--- config.mk ---
export PLATFORM = sky130hd
export DESIGN_NAME = nota_keypad_encoder
export DESIGN_NICKNAME = d
export VERILOG_FILES = /design/src/rtl/nota_pkg.sv /design/src/rtl/col_sync.sv /design/src/rtl/nota_keypad_encoder.sv
export SDC_FILE = /design/constraint.sdc
export NUM_CORES = 1
export LEC_CHECK = 0
export ABC_AREA = 1
export CORE_ASPECT_RATIO = 0.7
export CORE_UTILIZATION = 59
export CTS_CLUSTER_DIAMETER = 150
export CTS_CLUSTER_SIZE = 28
export DETAILED_ROUTE_END_ITERATION = 8
export HOLD_SLACK_MARGIN = 0.12
export PLACE_DENSITY = 0.79
export SYNTH_ARGS = -nofsm -noshare
export SYNTH_HDL_FRONTEND = slang
export SYNTH_SLANG_ARGS = --single-unit
--- constraint.sdc ---
create_clock -name clock -period 4.9 [get_ports clock]
set_input_delay 0.98 -clock clock [delete_from_list [all_inputs] [get_ports clock]]
set_output_delay 0.98 -clock clock [all_outputs]
set_load 0.02 [all_outputs]
--- src/rtl/nota_pkg.sv ---
// rtl/nota_pkg.sv - shared types, sizes and column-encode helper for the keypad encoder
package nota_pkg;

    localparam int KEY_W = 4;
    localparam int ROWS  = 4;
    localparam int COLS  = 4;
    localparam int ROW_W = 2;

    typedef enum logic [1:0] {
        SCAN,
        DEBOUNCE,
        ACCEPT,
        RELEASE
    } nota_state_t;

    // Index of the lowest active-low column; lowest index wins when several are low
    function automatic logic [ROW_W-1:0] low_col(input logic [COLS-1:0] pat);
        logic [ROW_W-1:0] idx;
        idx = '0;
        for (int i = COLS - 1; i >= 0; i--) begin
            if (!pat[i]) begin
                idx = ROW_W'(i);
            end
        end
        return idx;
    endfunction

endpackage

--- src/rtl/col_sync.sv ---
// rtl/col_sync.sv - two-flop synchroniser for the asynchronous keypad column lines
module col_sync
    import nota_pkg::*;
(
    input  logic            clock,
    input  logic            reset,
    input  logic [COLS-1:0] cols_async,
    output logic [COLS-1:0] cols_sync
);

    logic [COLS-1:0] meta;

    // Resets to all-ones so an idle (released) keypad is seen right after reset
    always_ff @(posedge clock or negedge reset) begin
        if (!reset) begin
            meta      <= '1;
            cols_sync <= '1;
        end else begin
            meta      <= cols_async;
            cols_sync <= meta;
        end
    end

endmodule

--- src/rtl/nota_keypad_encoder.sv ---
// rtl/nota_keypad_encoder.sv - 4x4 keypad scanner, debouncer and key encoder
module nota_keypad_encoder
    import nota_pkg::*;
#(
    parameter int SCAN_DIV        = 1000,
    parameter int DEBOUNCE_CYCLES = 20000
) (
    input  logic            clock,
    input  logic            reset,
    input  logic [COLS-1:0] cols,
    output logic [ROWS-1:0] rows,
    output logic            a,
    output logic            b,
    output logic            c,
    output logic            d,
    output logic            ready,
    output logic            strobe
);

    localparam int CNT_W = $clog2(DEBOUNCE_CYCLES + 1);
    localparam int DIV_W = $clog2(SCAN_DIV);
    localparam logic [CNT_W-1:0] CNT_LAST = CNT_W'(DEBOUNCE_CYCLES - 1);
    localparam logic [DIV_W-1:0] DIV_LAST = DIV_W'(SCAN_DIV - 1);

    logic [COLS-1:0]  cs;
    logic             pressed;

    nota_state_t      state, state_next;
    logic [ROW_W-1:0] r, r_next;
    logic [DIV_W-1:0] div, div_next;
    logic [CNT_W-1:0] cnt, cnt_next;
    logic [COLS-1:0]  pat, pat_next;
    logic             accept;
    logic [KEY_W-1:0] code;

    col_sync u_col_sync (
        .clock      (clock),
        .reset      (reset),
        .cols_async (cols),
        .cols_sync  (cs)
    );

    assign pressed = ~&cs;
    assign rows    = ~(4'b0001 << r);
    assign {a, b, c, d} = code;

    // State register
    always_ff @(posedge clock or negedge reset) begin
        if (!reset) begin
            state <= SCAN;
        end else begin
            state <= state_next;
        end
    end

    // Next-state logic plus next values for row, scan divider, debounce counter and pattern
    always_comb begin
        state_next = state;
        r_next     = r;
        div_next   = div;
        cnt_next   = cnt;
        pat_next   = pat;
        accept     = 1'b0;
        case (state)
            SCAN: begin
                if (pressed) begin
                    pat_next   = cs;
                    cnt_next   = '0;
                    state_next = DEBOUNCE;
                end else if (div == DIV_LAST) begin
                    div_next = '0;
                    r_next   = r + 2'd1;
                end else begin
                    div_next = div + 1'b1;
                end
            end
            DEBOUNCE: begin
                if (cs != pat) begin
                    div_next   = '0;
                    state_next = SCAN;
                end else if (cnt == CNT_LAST) begin
                    state_next = ACCEPT;
                end else begin
                    cnt_next = cnt + 1'b1;
                end
            end
            ACCEPT: begin
                accept     = 1'b1;
                cnt_next   = '0;
                state_next = RELEASE;
            end
            RELEASE: begin
                if (pressed) begin
                    cnt_next = '0;
                end else if (cnt == CNT_LAST) begin
                    cnt_next   = '0;
                    div_next   = '0;
                    state_next = SCAN;
                end else begin
                    cnt_next = cnt + 1'b1;
                end
            end
            default: begin
                state_next = SCAN;
            end
        endcase
    end

    // Row index, scan divider, debounce counter and captured column pattern
    always_ff @(posedge clock or negedge reset) begin
        if (!reset) begin
            r   <= '0;
            div <= '0;
            cnt <= '0;
            pat <= '1;
        end else begin
            r   <= r_next;
            div <= div_next;
            cnt <= cnt_next;
            pat <= pat_next;
        end
    end

    // Output registers: code and ready load only on accept; strobe follows accept by one cycle
    always_ff @(posedge clock or negedge reset) begin
        if (!reset) begin
            code   <= '0;
            ready  <= 1'b0;
            strobe <= 1'b0;
        end else begin
            strobe <= accept;
            if (accept) begin
                code  <= {r, low_col(pat)};
                ready <= 1'b1;
            end
        end
    end

endmodule

==> results of run 1 <==
-- state kept, by name (all words and copies together), names as in the netlist, named ones only --
signal                count
pat                       4
state                     1
div                      10
u_col_sync.meta           4
ready                     1
strobe                    1
r                         2
u_col_sync.cols_sync      4
cnt                      15
code                      4
-- final cells by class --
| class | count | area [µm²] |
|---|---|---|
| inverter | 53 | 199 |
| sequential | 47 | 1190 |
| clock inverter | 1 | 30.0 |
| timing repair buffer | 15 | 145 |
| multi-input combinational | 282 | 1480 |
| clock buffer | 7 | 76.3 |
| tap | 66 | 82.6 |
| fill | 396 | 1330 |
-- synth_stat cells --
cell type / instances / area (µm²)
o21ai_2: 1 / 8.76
nand2_4: 3 / 33.8
ha_1: 10 / 125
dfstp_2: 12 / 315
nand3_1: 29 / 145
nand2_2: 5 / 31.3
a21oi_1: 4 / 20.0
nor2_1: 28 / 105
nand3_2: 1 / 10.0
nand4_1: 16 / 100
or2_2: 1 / 6.26
o21ai_1: 14 / 70.1
dfrtp_1: 35 / 876
a21o_1: 1 / 7.51
nor2_2: 3 / 18.8
a21oi_4: 2 / 32.5
nand4_4: 1 / 21.3
buf_6: 2 / 22.5
xor2_1: 5 / 43.8
nor3_1: 12 / 60.1
inv_1: 49 / 184
o211ai_1: 1 / 7.51
buf_4: 1 / 7.51
and2b_1: 1 / 7.51
inv_2: 4 / 15.0
nor2_8: 1 / 20.0
o21bai_1: 2 / 15.0
nor4_1: 1 / 6.26
o21ai_0: 25 / 125
clkbuf_1: 1 / 3.75
nand2_1: 111 / 417
a31o_2: 1 / 8.76
nor2_4: 3 / 33.8
buf_2: 1 / 5.00
-- per-stage QoR --
| stage | utilization [%] | total power, mW | area [µm²] | worst slack [ns] |
|---|---|---|---|---|
| final | 70.7 | 1.28 | 3200 | 2.29 |
| after floorplan | - | 0.886 | 2910 | 3.14 |
| after global placement | 68.4 | 0.992 | 3100 | 2.63 |
| after global routing | 70.7 | 1.37 | 3200 | 2.20 |
| after detailed placement | 68.4 | 1.00 | 3100 | 2.60 |
| after CTS | 70.7 | 1.28 | 3200 | 2.27 |
-- logic make-up after synthesis --
group           after synthesis  share of synthesized area, %
buf+inv                      58                          8.17
xor+xnor                      5                          1.51
fa+ha+maj                    10                          4.30
flops                        47                          40.9
simple gates                216                          34.9
compound gates               51                          10.2
-- layer usage --
metal  vias up  part of all wire, %  track usage [%]
met2       128                   40             37.8
li1       1286                    -                -
met1      1156                   49             40.4
met5         -                    0                0
met4         0                  1.1             6.67
met3        11                  9.9             5.71
-- worst reg2reg max path, cell delays in order, from the launching register on --
cell,delay [ns]
dfrtp_1,0.42
ha_1,0.24
nand2_2,0.12
nor2_4,0.06
inv_2,0.07
nor2_4,0.04
nand2_4,0.15
nand2_2,0.09
a21oi_4,0.48
inv_2,0.24
nand2_1,0.11
nand2_1,0.06
-- where the power goes --
part / leakage [nW] / switching [mW] / total (mW) / internal, mW
logic: 0.827 / 0.339 / 0.488 / 0.149
registers: 0.606 / 0.0511 / 0.513 / 0.462
clock network: 0.0524 / 0.124 / 0.277 / 0.153
total: 1.48 / 0.514 / 1.28 / 0.763
-- worst max-delay path by stage --
stage | from | end | slack (ns) | depth (start not counted)
global route | r[0] | rows[2] | 2.20 | 4
detailed placement | r[0] | rows[2] | 2.60 | 4
floorplan | r[0] | rows[0] | 3.14 | 3
global placement | r[0] | rows[0] | 2.63 | 4
finish | r[0] | rows[2] | 2.29 | 4
CTS | r[0] | rows[2] | 2.27 | 4
==> metrics.txt, run 1 <==
Syn Nets=around 400; DPL Wire Length=4.47 mm; hold buffer count at cts=0; R2R cell count=11; post-CTS setup buffers=0; largest net degree at the start of global routing=48; Die H=60.8 µm; fin cells=about 470; WL final=6.18 mm; Longest Clk Path Bufs=2; Power per Cell Area=399 mW/mm²; worst vdd ir=approximately 260 µV; Yosys cell types=34; Net count, final=420; Crit. End Element=output port; max-slew violations=0; Pre-antenna DRT Iters=5; Ports=16; CTS root buffer=clkbuf_8; Reg2Reg Setup Slack=2.70 ns; Starting Density=64.2%; Vias/cell=5.48; Hold Path Class=flop to flop; reg2reg start=cnt[0]; most common cell after layout, fill and taps aside=nand2_1; Synth Register Bits=47; Placed Cells=about 460; Die W=85.9 µm; final hold violation count=0; worst flop-to-flop path endpoint=cnt[13]; Worst Hold End=u_col_sync.cols_sync[3]; ANT nets after route=0; CP Max Fanout=4; post-CTS resize count=0; CP top delay family=buffers and inverters; full die area=0.00522 mm²; post-synthesis instance area=0.00291 mm²; grt total ovfl=0; DR iter-0 viols=266; Rel. slew slack=about a third; Worst-path clk slew=0.08 ns; number of global-route vias before repair=2,186; layout cells sized above 1=11.1%; crit path DAT=1.63 ns; global-route wire length before repair=10.5 mm; WP buf/inv=3; worst-skew pair later-pin latency=0.30 ns; most frequent cells in the layout=111 x nand2_1, 49 x inv_1, 35 x dfrtp_1; CP max stage delay=0.59 ns; CTS tree=done; Final Setup Violations=0; row cnt=20; f_max=383 MHz; Req. time, crit path=3.92 ns; Seq/Total Area, Yosys=40.9%; Startpoint Class=flop; setup TNS=0 ns; vias=2,581; slowest stage cell, crit path=clkdlybuf4s50_1; critical path type=flop to output port; Mapped Cells=387; gr usage total=26.3%; Yosys warning total=0; status=finished clean; RD Place Congestion=0.915; fin crit share=a little over half; H-tree depth=2; DRC=0; # clock sinks=47; worst-margin pin slew=1.03 ns; # diodes=0; Fin Clk Skew=between 0.005 and 0.006 ns; Core Footprint=0.00453 mm²; P_leak=1.48 nW; MaxCap Viol Count=0; wire length per cell=13.1 µm; WHS Path Cells=0; crit-path cells=inv_1 -> ha_1 -> inv_1 -> clkdlybuf4s50_1; unrepaired setup endpoints after global routing=no; synth-to-layout area growth=10.2%; PortBufs=15; WHS=0.360 ns; Hold Crit Start=u_col_sync.meta[3]; cts bufs inserted=5; initial antenna violation count=0; min Tclk post-route=approximately 2.6 ns; Syn Area/Cell=7.52 µm²; most numerous cell on the critical path=inv_1
No activity file was read; power rests on OpenSTA's default activity.
==> run 2: changes to the inputs <==
--- a/config.mk
+++ b/config.mk
@@ -7,12 +7,12 @@
 export LEC_CHECK = 0
 export ABC_AREA = 1
 export CORE_ASPECT_RATIO = 0.7
-export CORE_UTILIZATION = 59
+export CORE_UTILIZATION = 54
 export CTS_CLUSTER_DIAMETER = 150
 export CTS_CLUSTER_SIZE = 28
 export DETAILED_ROUTE_END_ITERATION = 8
 export HOLD_SLACK_MARGIN = 0.12
-export PLACE_DENSITY = 0.79
+export PLACE_DENSITY = 0.76
 export SYNTH_ARGS = -nofsm -noshare
 export SYNTH_HDL_FRONTEND = slang
 export SYNTH_SLANG_ARGS = --single-unit
==> constraint.sdc (replaced) <==
create_clock -name clock -period 2.4 [get_ports clock]
set_input_delay 0.48 -clock clock [delete_from_list [all_inputs] [get_ports clock]]
set_output_delay 0.48 -clock clock [all_outputs]
set_load 0.02 [all_outputs]
==> run 2 against run 1 <==
  * First-iteration DRC count increased by 3.8%
  * Design area increased by 1.3%
  * Utilization shrank 5.4 points
  * Combinational power grew 110%
  * Sequential share of layout area shrank 0.49 points
  * Clock skew up 0.00076 ns
  * Critical endpoint unchanged
==> metrics.txt, run 2 (same netlist as run 1, synthesis figures left out) <==
status=finished clean; Crit. End Element=output port; most frequent cells in the layout=111 x nand2_1, 49 x inv_1, 35 x dfrtp_1; vias=2,581 (unchanged); final hold violation count=0 (unchanged); MaxCap Viol Count=0 (unchanged); DR iter-0 viols=276 (+3.8%); number of global-route vias before repair=2,378 (+8.8%); slowest stage cell, crit path=clkdlybuf4s50_1; fin crit share=90.0%; RD Place Congestion=0.940 (+2.8%); worst-margin pin slew=0.575 ns (-0.450 ns); Final Setup Violations=0 (unchanged); wire length per cell=13.2 µm (+0.32%); Placed Cells=470 (+1.5%); synth-to-layout area growth=11.6%; ANT nets after route=0 (unchanged); initial antenna violation count=0 (unchanged); max-slew violations=0 (unchanged); most common cell after layout, fill and taps aside=nand2_1; P_leak=1.51 nW (+1.5%); critical path type=flop to output port; max reg flops=15 (unchanged); full die area=0.00569 mm² (+9.0%); f_max=463 MHz; Core Footprint=0.00497 mm² (+9.6%); Vias/cell=5.40 (-1.5%); post-CTS setup buffers=0 (unchanged); WL final=6.29 mm (+1.8%); unrepaired setup endpoints after global routing=no; crit-path cells=inv_1 -> ha_1 -> inv_1 -> clkdlybuf4s50_1; DRC=0 (unchanged); Starting Density=58.6% (-5.6 points); fin cells=478 (+1.5%); Req. time, crit path=1.92 ns (-2.00 ns); Power per Cell Area=826 mW/mm² (+110%); gr usage total=25.2% (-1.1 points); most numerous cell on the critical path=inv_1; post-CTS resize count=0 (unchanged); CTS tree=done; CP Max Fanout=4 (unchanged); min Tclk post-route=2.16 ns; worst vdd ir=527 µV (+110%); # clock sinks=47 (unchanged); Reg with most FFs=cnt; Longest Clk Path Bufs=2 (unchanged); CP max stage delay=0.59 ns (about the same); crit path DAT=1.68 ns (+0.05 ns); # diodes=0 (unchanged); Startpoint Class=flop; cts bufs inserted=5 (unchanged); Rel. slew slack=61.6% (+30 points); Pre-antenna DRT Iters=5 (unchanged); hold buffer count at cts=0 (unchanged); row cnt=21 (+5.0%); Worst-path clk slew=0.09 ns (about the same); Fin Clk Skew=0.00616 ns (+0.000762 ns); Hold Path Class=input port to async pin; largest registers=cnt: 15 flops, div: 10 flops; setup TNS=0 ns (unchanged); CTS root buffer=clkbuf_8; largest net degree at the start of global routing=48 (unchanged); H-tree depth=2 (unchanged); worst-skew pair later-pin latency=0.31 ns (about the same); DPL Wire Length=4.64 mm (+3.7%); grt total ovfl=0 (unchanged); PortBufs=15 (unchanged); Die H=63.4 µm (+4.4%); Die W=89.7 µm (+4.4%); layout cells sized above 1=12.5% (+1.4 points); global-route wire length before repair=11.3 mm (+8.0%); Ports=16 (unchanged); Net count, final=424 (+0.95%)
-- run 2: cell count changes in the layout (fill, tap and decap cells not counted) --
cell	previous run	this run
clkbuf_1	2	0
clkinvlp_4	0	1
buf_4	0	4
inv_6	0	1
-- run 2: cell type report --
cell class	count	area [µm²]
multi-input combinational	282	1480
timing repair buffer	19	175
tap	69	86.3
clock buffer	5	68.8
fill	409	1720
inverter	53	199
clock inverter	3	46.3
sequential	47	1190
-- run 2: where the power goes --
part / total, mW / internal, mW / switching, mW
clock: 0.595 / 0.314 / 0.281
combinational: 1.03 / 0.331 / 0.703
sequential: 1.05 / 0.943 / 0.108
-- run 2: path summary, 6_finish.rpt --
check                                    from                       to  slack, ns  cells after the start
min                                     reset                  code[1]       0.25                      2
min in group clock         u_col_sync.meta[1]  u_col_sync.cols_sync[1]       0.36                      0
max in group asynchronous               reset                   div[7]       1.76                      2
max                                      r[0]                  rows[2]       0.24                      4
max reg2reg                            cnt[0]                   cnt[3]       0.44                     11
min reg2reg                u_col_sync.meta[1]  u_col_sync.cols_sync[1]       0.36                      0
-- run 2: layer usage --
metal | part of all wire [%] | track usage, %
met3 | 6.6 | 5.43
met1 | 51 | 38.2
met4 | 1.1 | 6.97
met5 | 0 | 0
met2 | 41 | 36.0
-- run 2: critical path, delay by kind of cell, from the launching register on --
family                     cells  cell delay (ns)
buffers and inverters          3             0.75
adders and majority gates      1             0.21
DFF                            1             0.42
-- run 2: through the flow --
step	worst slack, ns	hold WS (ns)	area [µm²]	power (mW)	util (%)
finish	0.241	0.253	3250	2.68	65.4
global route	0.170	0.303	3250	2.90	65.4
CTS	0.233	0.262	3250	2.69	65.4
detailed placement	0.482	0.347	3130	2.09	63.1
global placement	0.542	0.346	3130	2.07	63.1
floorplan	0.828	0.184	2910	1.81	-
==> patch (settings of run 1) <==
Encoding of `nota_state_t`: now one-hot (4 bits for 4 states).
--- a/src/rtl/nota_pkg.sv
+++ b/src/rtl/nota_pkg.sv
@@ -6,11 +6,11 @@
     localparam int COLS  = 4;
     localparam int ROW_W = 2;
 
-    typedef enum logic [1:0] {
-        SCAN,
-        DEBOUNCE,
-        ACCEPT,
-        RELEASE
+    typedef enum logic [3:0] {
+        SCAN     = 4'b0001,
+        DEBOUNCE = 4'b0010,
+        ACCEPT   = 4'b0100,
+        RELEASE  = 4'b1000
     } nota_state_t;
 
     // Index of the lowest active-low column; lowest index wins when several are low
Function: no difference found for any inputs over 10 cycles, from zero or initial values and one cycle with reset low; not proved beyond that.
==> patch against run 1 <==
Routed wire length grew 4.4%; critical path depth unchanged; combinational power decreased by 19%; total power fell by 8.3%; area after synthesis increased by 5.1%; setup slack worse by 0.012 ns; sequential cell count grew 2; final area rose by 4.5%; critical path type unchanged; critical endpoint is now rows[0].
==> patch: results (changes against run 1) <==
status:
  status: "finished, final reports clean"  # unchanged
min_path:
  min_from: "u_col_sync.meta[3]"  # unchanged
  holdPathEnd: "u_col_sync.cols_sync[3]"  # unchanged
  holdPathStages: 0  # unchanged
  hp-class: "reg2reg"  # unchanged
drt:
  first_pass_iters: 5  # unchanged
  drt_iter0_drc: 182  # was 266
  avgRoutedWirePerCell_um: 12.9  # was 13.1 um
  num_vias: 2699  # was 2581
setup_path:
  arrival_ns: 1.65  # was 1.63 ns
  worst-r2r-setup-slack_ns: 2.76  # was 2.70 ns
  r2r-end: "cnt[14]"  # was cnt[13]
  rr_startpoint: "cnt[0]"  # unchanged
  worstRegToRegCells: 8  # was 11
  cp_max_fo: 4  # unchanged
yosys:
  synth-main-ff-cell: "dfrtp_1"  # unchanged
  ys_seq_area_share_pct: 40.6  # was 40.9%
  syn_nets: 424  # was 403
  synth.area.top_cells: "dfrtp_1 29%, nand2_1 16%, dfstp_2 11%, inv_1 6.5%, nor2_1 4.7%"  # was dfrtp_1 30%, nand2_1 14%, dfstp_2 11%, inv_1 6.3%, nand3_1 5.0%
  synth_commonest_cells: "130 x nand2_1, 53 x inv_1, 38 x nor2_1"  # was 111 x nand2_1, 49 x inv_1, 35 x dfrtp_1
  synth_cell_type_count: 31  # was 34
  async_flop_share_pct: 100  # unchanged
  ys_warn_count: 0  # unchanged
power_and_ir_drop:
  max-vdd-ir-drop_uv: 208  # was 255 uV
  leakagePower_uw: 0.00158  # was 0.00148 uW
  p_sw_uw: 481  # was 514 uW
finish:
  reg.largest.list: "cnt (15), div (10)"  # unchanged
  diodes: 0  # unchanged
  n_fill_cell: 438  # was 396
  layout.nets: 442  # was 420
  drive_gt1_share_pct: 15.3  # was 11.1%
global_routing:
  antenna_found_initial: 0  # unchanged
  grtUsageTotal_pct: 26.4  # was 26.3%
  grt_pass1_wl_um: 11400  # was 10500 um
  grt_pass1_vias: 2584  # was 2186
  grt_max_degree: 50  # was 48
cts:
  cts-buffers-inserted: 5  # unchanged
  clock_latency_ns: 0.31
  clockBufferDepth: 2  # unchanged
  cts_resized: 0  # unchanged
  clockRootBuffer: "clkbuf_8"  # unchanged
  post_cts_buffers: 0  # unchanged
  path_clk_slew_ns: 0.10  # was 0.08 ns
  cts_max_level: 2  # unchanged
timing:
  fin_skew_ns: 0.00575  # was 0.00540 ns
  maxSlewHeadroom_pct: 46.7  # was 31.7%
  min_period_ns: 2.63  # was 2.61 ns
  final_hold_viol_count: 0  # unchanged
placement:
  post-place-ws_ns: 2.62  # was 2.60 ns
  place_hpwl_um: 4720  # was 4470 um
  place.gp.congestion: 0.897  # was 0.915
  port_buffers: 15  # unchanged
-- patch: cell count changes after synthesis, moves of 5 or more --
cell and delta:
nand2_1 +19, o21ai_2 +11, nand3_1 -5, nor2_1 +10
o21ai_1 -8, nand4_1 +6, o21ai_0 -14
-- patch: routing by layer --
metal	track usage (%)	wire length [um]	vias up
met5	0	0	-
met4	7.06	72	0
met3	4.92	423	8
met2	40.8	2800	79
met1	38.2	3160	1259
li1	-	-	1353
-- patch: kinds of logic after synthesis --
| kind of cell | count (synthesis) | synth area share (%) |
|---|---|---|
| buffers and inverters | 66 | 8.92 |
| AND/OR/NAND/NOR | 245 | 37.7 |
| adder cells (fa/ha/maj) | 6 | 2.45 |
| multiplexers | 1 | 0.368 |
| AO/OA/AOI/OAI | 42 | 9.08 |
| XOR/XNOR | 3 | 0.859 |
| flip-flops | 49 | 40.6 |
-- patch: critical path: stages, from the launching register on --
cell and delay, ns:
dfrtp_1 0.41, inv_1 0.10, ha_1 0.19, inv_1 0.05, clkdlybuf4s50_1 0.59
-- patch: power groups by stage --
stage	Clock (uW)	Combinational [uW]	Sequential, uW
CTS	258	394	519
detailed placement	0	396	526
finish	255	395	520
global placement	0	385	523
global route	276	449	528
floorplan	0	338	514
-- patch: metrics by stage --
step | hold slack (ns) | area, um^2 | total power (uW) | instances | util (%)
2_1_floorplan | 0.345 | 3060 | 852 | 412 | -
3_3_place_gp | 0.346 | 3250 | 908 | 492 | 66.6
3_5_place_dp | 0.347 | 3250 | 922 | 492 | 66.6
4_1_cts | 0.362 | 3350 | 1170 | 500 | 68.5
5_1_grt | 0.366 | 3350 | 1250 | 500 | 68.5
6_report | 0.361 | 3350 | 1170 | 500 | 68.5
-- patch: cell type report --
type                    instances  area, um^2  area share (%)
clock inverters                 3        25.0           0.748
well taps                      69        86.3            2.58
inverters                      61         229            6.84
multi-input cells             297        1540            46.1
repair buffers                 16         153            4.56
clock buffers                   5        68.8            2.06
flip-flops and latches         49        1240            37.1
-- patch: worst max-delay path by stage --
stage,start,endpoint,slack (ns),cells past startpoint
after CTS,r[0],rows[2],2.26,4
after global placement,r[0],rows[0],2.64,4
after floorplan,r[0],rows[0],3.16,3
after detailed placement,r[0],rows[2],2.62,4
final,r[1],rows[0],2.27,4
after global routing,r[0],rows[2],2.17,4
